### config.mk
export PLATFORM = sky130hd
export DESIGN_NAME = uart_tx_scheduler
export DESIGN_NICKNAME = d
export VERILOG_FILES = /design/src/rtl/uart_tx_scheduler.sv
export SDC_FILE = /design/constraint.sdc
export NUM_CORES = 1
export LEC_CHECK = 0
export BUFFER_PORTS_ARGS = -buffer_cell sky130_fd_sc_hd__buf_2
export CAP_MARGIN = 10
export CORE_MARGIN = 1
export CORE_UTILIZATION = 35
export CTS_BUF_LIST = sky130_fd_sc_hd__clkbuf_4 sky130_fd_sc_hd__clkbuf_8 sky130_fd_sc_hd__clkbuf_16
export DETAILED_ROUTE_END_ITERATION = 7
export HOLD_SLACK_MARGIN = 0.02
export PLACE_DENSITY_LB_ADDON = 0.15
export SYNTH_ARGS = -nofsm -noshare
export SYNTH_HDL_FRONTEND = slang
export SYNTH_SLANG_ARGS = --single-unit
### constraint.sdc
create_clock -name sys_clk -period 2.06 [get_ports sys_clk]
set_clock_uncertainty 0.05 [all_clocks]
set_input_delay 0.412 -clock sys_clk [delete_from_list [all_inputs] [get_ports sys_clk]]
set_output_delay 0.412 -clock sys_clk [all_outputs]
set_load 0.05 [all_outputs]
### src/rtl/uart_tx_scheduler.sv
// Two-requester UART transmit scheduler: round-robin grant, frame gap,
// transmit timeout and deferred option-register updates.
module uart_tx_scheduler #(
   parameter int          GAP_CYCLES     = 16,
   parameter int          TIMEOUT_CYCLES = 1000000,
   parameter logic [7:0]  CFG_RESET      = 8'h00
) (
   input  logic       sys_clk,
   input  logic       reset,
   input  logic       req_a,
   input  logic [7:0] data_a,
   input  logic       req_b,
   input  logic [7:0] data_b,
   output logic       ack_a,
   output logic       ack_b,
   input  logic       cfg_write,
   input  logic [7:0] cfg_data,
   input  logic       tx_done,
   output logic       send_enable,
   output logic [7:0] data_to_send,
   output logic [7:0] usr_options,
   output logic       cfg_pending,
   output logic       last_grant,
   output logic       timeout_err,
   output logic       idle
);

   localparam int TW = (TIMEOUT_CYCLES > 2) ? $clog2(TIMEOUT_CYCLES) : 1;
   localparam int GW = (GAP_CYCLES > 2) ? $clog2(GAP_CYCLES) : 1;
   localparam int T_LAST_I = (TIMEOUT_CYCLES > 0) ? TIMEOUT_CYCLES - 1 : 0;
   localparam int G_LAST_I = (GAP_CYCLES > 0) ? GAP_CYCLES - 1 : 0;
   localparam logic [TW-1:0] T_LAST = TW'(T_LAST_I);
   localparam logic [GW-1:0] G_LAST = GW'(G_LAST_I);

   typedef enum logic [1:0] {
      IDLE = 2'd0,
      SEND = 2'd1,
      GAP  = 2'd2
   } state_t;

   state_t        state;
   logic [7:0]    shadow;
   logic [TW-1:0] t_cnt;
   logic [GW-1:0] g_cnt;
   logic          pick_a;

   // On a tie the requester not served last wins.
   assign pick_a = req_a && (!req_b || last_grant);

   always_ff @(posedge sys_clk) begin
      if (reset) begin
         state        <= IDLE;
         shadow       <= CFG_RESET;
         usr_options  <= CFG_RESET;
         cfg_pending  <= 1'b0;
         send_enable  <= 1'b0;
         data_to_send <= 8'h00;
         ack_a        <= 1'b0;
         ack_b        <= 1'b0;
         timeout_err  <= 1'b0;
         last_grant   <= 1'b1;
         idle         <= 1'b1;
         t_cnt        <= '0;
         g_cnt        <= '0;
      end else begin
         ack_a       <= 1'b0;
         ack_b       <= 1'b0;
         timeout_err <= 1'b0;
         if (cfg_write) begin
            shadow      <= cfg_data;
            cfg_pending <= 1'b1;
         end
         unique case (state)
            IDLE: begin
               // Options only move here, so never under an active frame.
               if (cfg_pending) begin
                  usr_options <= shadow;
                  if (!cfg_write)
                     cfg_pending <= 1'b0;
               end else if (req_a || req_b) begin
                  if (pick_a) begin
                     ack_a        <= 1'b1;
                     data_to_send <= data_a;
                     last_grant   <= 1'b0;
                  end else begin
                     ack_b        <= 1'b1;
                     data_to_send <= data_b;
                     last_grant   <= 1'b1;
                  end
                  send_enable <= 1'b1;
                  idle        <= 1'b0;
                  t_cnt       <= '0;
                  state       <= SEND;
               end
            end
            SEND: begin
               if (tx_done) begin
                  send_enable <= 1'b0;
                  t_cnt       <= '0;
                  g_cnt       <= '0;
                  state       <= GAP;
               end else if (t_cnt == T_LAST) begin
                  send_enable <= 1'b0;
                  timeout_err <= 1'b1;
                  t_cnt       <= '0;
                  g_cnt       <= '0;
                  state       <= GAP;
               end else begin
                  t_cnt <= t_cnt + TW'(1);
               end
            end
            GAP: begin
               if (g_cnt == G_LAST) begin
                  g_cnt <= '0;
                  idle  <= 1'b1;
                  state <= IDLE;
               end else begin
                  g_cnt <= g_cnt + GW'(1);
               end
            end
            default: begin
               send_enable <= 1'b0;
               idle        <= 1'b1;
               state       <= IDLE;
            end
         endcase
      end
   end

endmodule

==> results.md <==
- Flop-to-flop setup slack: 290 ps
- Synth Register Bits: 57
- WP depth: 6
- Via-per-instance ratio: 4.86
- Max Cap Viol: 0
- Gr usage total: 0.151
- H-tree Lvls: 3
- CP max FO: 5
- LEAKAGE: 1.23 nW
- Required @ worst endpoint: 2250 ps
- CP peak stage delay: 340 ps
- Die height: 89.3 um
- Share of cells above drive strength 1: 0.317
- CTS Buf Count: 9
- Critical Path Start: t_cnt[0]
- Hold Path Class: input pin to flop
- Cell Rows: 31
- Worst EP arrival: a little under 2000 ps
- Final slew viol count: 0
- Crit-path cells: ha_1, and2_1, and2_1, a31oi_2, nor2_2, nor4_2
- Worst path bufs/invs: 0
- Pin count of the biggest net entering global routing: 39
- Design area: 0.00319 mm2
- Hold Vio Cnt, Final: 0
- Reg2reg end: g_cnt[1]
- Initial antenna violation count: 0
- DIE WIDTH: 89.3 um
- Most Frequent Cell on Critical Path: and2_1
- Syn_area_per_cell: roughly 9.4 um2
- Worst R2R Start: t_cnt[0]
- Setup CP Type: flop to flop
- I/O pin count: 53
- RD Place Congestion: 0.740
- Clock transition at the registers of the reported paths: 70 ps
- RSZ-0062 raised after global routing: no
- Critical path capture point type: flop
- CTS tree: built
- Synth Cell Area: 0.00267 mm2
- Die area: 0.00797 mm2
- Number of DRC markers in iteration 0: 46
- Vias: 2151
- Post-Synthesis Cells: 285
- Port Buffers: 52
- Clock buffer depth: 2
- Status: finished, final reports clean
- Max_slew headroom: 0.663
- Prevailing post-synth register cell: dfxtp_1
- Total power: 2.60 mW
- Post CTS Setup Buffer Count: 0
- Initial Util: 0.366
- Worst path slowest cell: dfxtp_1
- Cts hold-fix bufs: 0
- Setup TNS: 0 ps
- Post-DP Area: 0.00300 mm2
- Final setup viols: 0
- Max Clock Freq: 566 MHz
- R2R cell count: 6
- ANT cells: 0
- First-pass GRT wire length: 9.11 mm
- Synth unique cells: 52
- Post-synth EDFFs: 0
- Core area: 0.00729 mm2
- Clock Tree Root: clkbuf_8
- Dpl hpwl: 4.01 mm
- CTS resizes: 0
- Power Density: 816 mW/mm2
- Part of the Yosys area used for sequential elements: 0.428
- Routed WL per cell: around 13 um
- Min Hold Slack: 267 ps
- VDD IR max: slightly above 0.3 mV
- Synthesis-to-finish area growth: 19.5%
- CTS sink cnt: 57
- Fin nets: 372
- Antenna Nets Post-Route: 0
- Drt first pass iters: 4
- Top delay family on crit path: simple AND/OR/NAND/NOR gates
- Synthesized net count: approximately 320
- GRT overflow: 0
- Ys async rst share: 0
- Clock period minus worst slack: ~1800 ps
- WL final: 5.64 mm
- Worst setup path endpoint: g_cnt[1]
- Synth warnings: 0
- DRC violations left: 0
- Final worst path period share: 0.858
- Worst Tran Pin Value: 506 ps
- CP Launch Type: flop
- Clk Latency, worst-skew pair: 330 ps
- Vias in the first global route: between 2000 and 2500
## synthesized netlist by cell type (all sizes together), types with 2 or more instances
cell    count  area share
dfxtp      57        0.43
nor2       44       0.073
nand2      32       0.045
a21oi      17       0.036
mux2i      17       0.064
xnor2      14       0.046
a211oi     10       0.028
buf        10       0.033
nor4        9       0.040
nor3        8       0.015
inv         6      0.0084
nand3       6       0.013
clkbuf      5      0.0070
o21ai       5       0.011
and4        4       0.014
nand4       4      0.0094
xor2        4       0.013
and2        3      0.0075
and3        3      0.0075
nand2b      3      0.0070
ha          2      0.0094
nor2b       2      0.0047
nor3b       2      0.0056
nor4b       2       0.011
## worst min-delay path, cell delays in order
cell,delay [ps]
buf_2,80
mux2i_1,50
nor2_1,70
## cell families after synthesis
family	after synthesis	synth area share
adder cells (fa/ha/maj)	2	0.00938
buffers and inverters	21	0.0483
XOR/XNOR	18	0.0591
AO/OA/AOI/OAI	42	0.120
AND/OR/NAND/NOR	128	0.272
flip-flops	57	0.428
multiplexers	17	0.0638
## stage by stage
stage	instances	setup WS, ps	util
after global routing	443	194	0.437
after detailed placement	428	277	0.412
final	443	292	0.437
after floorplan	285	355	-
after CTS	443	274	0.437
after global placement	428	304	0.412
## layer usage
metal	up-vias	track usage	share of wire
li1	1099	-	-
met1	1013	0.189	0.48
met2	34	0.240	0.47
met3	5	0.0452	0.042
met4	0	0.0649	0.0085
met5	-	0	0
## flip-flops by register name, summed over array words and instances (netlist names)
register,count
t_cnt,20
data_to_send,8
shadow,8
usr_options,8
g_cnt,4
state,2
ack_a,1
ack_b,1
cfg_pending,1
idle,1
last_grant,1
send_enable,1
timeout_err,1
## final cells by class
class,count,area [um2]
timing repair buffer,59,313
clock buffer,9,124
tap,99,124
multi-input combinational,207,1400
clock inverter,6,60.1
fill,784,4110
sequential,57,1140
inverter,6,22.5
## cells in the final DEF (no fill, tap or decap), drive strengths merged, types with 4 or more instances in the layout
master,count
nand2,32
clkbuf,9
mux2i,17
nand3,6
inv,6
buf,59
nand4,4
xnor2,14
o21ai,5
a21oi,17
and4,4
nor4,9
a211oi,10
dfxtp,57
nor2,44
nor3,8
xor2,4
## worst min-delay path by stage
stage | from | endpoint | slack (ps) | cells past startpoint
floorplan | shadow[0] | usr_options[0] | 380 | 2
global placement | shadow[5] | usr_options[5] | 390 | 2
detailed placement | shadow[2] | usr_options[2] | 390 | 2
CTS | cfg_data[3] | shadow[3] | 250 | 3
global route | cfg_data[3] | shadow[3] | 260 | 3
finish | cfg_data[0] | shadow[0] | 270 | 3
## power breakdown
| group | leakage, nW | internal, mW | total, mW | switching [mW] |
|---|---|---|---|---|
| Combinational | 0.677 | 0.141 | 0.429 | 0.288 |
| Clock | 0.0909 | 0.544 | 0.972 | 0.428 |
| Sequential | 0.465 | 1.16 | 1.20 | 0.0401 |
| Total | 1.23 | 1.84 | 2.60 | 0.756 |
(Power assumes the default switching activity.)
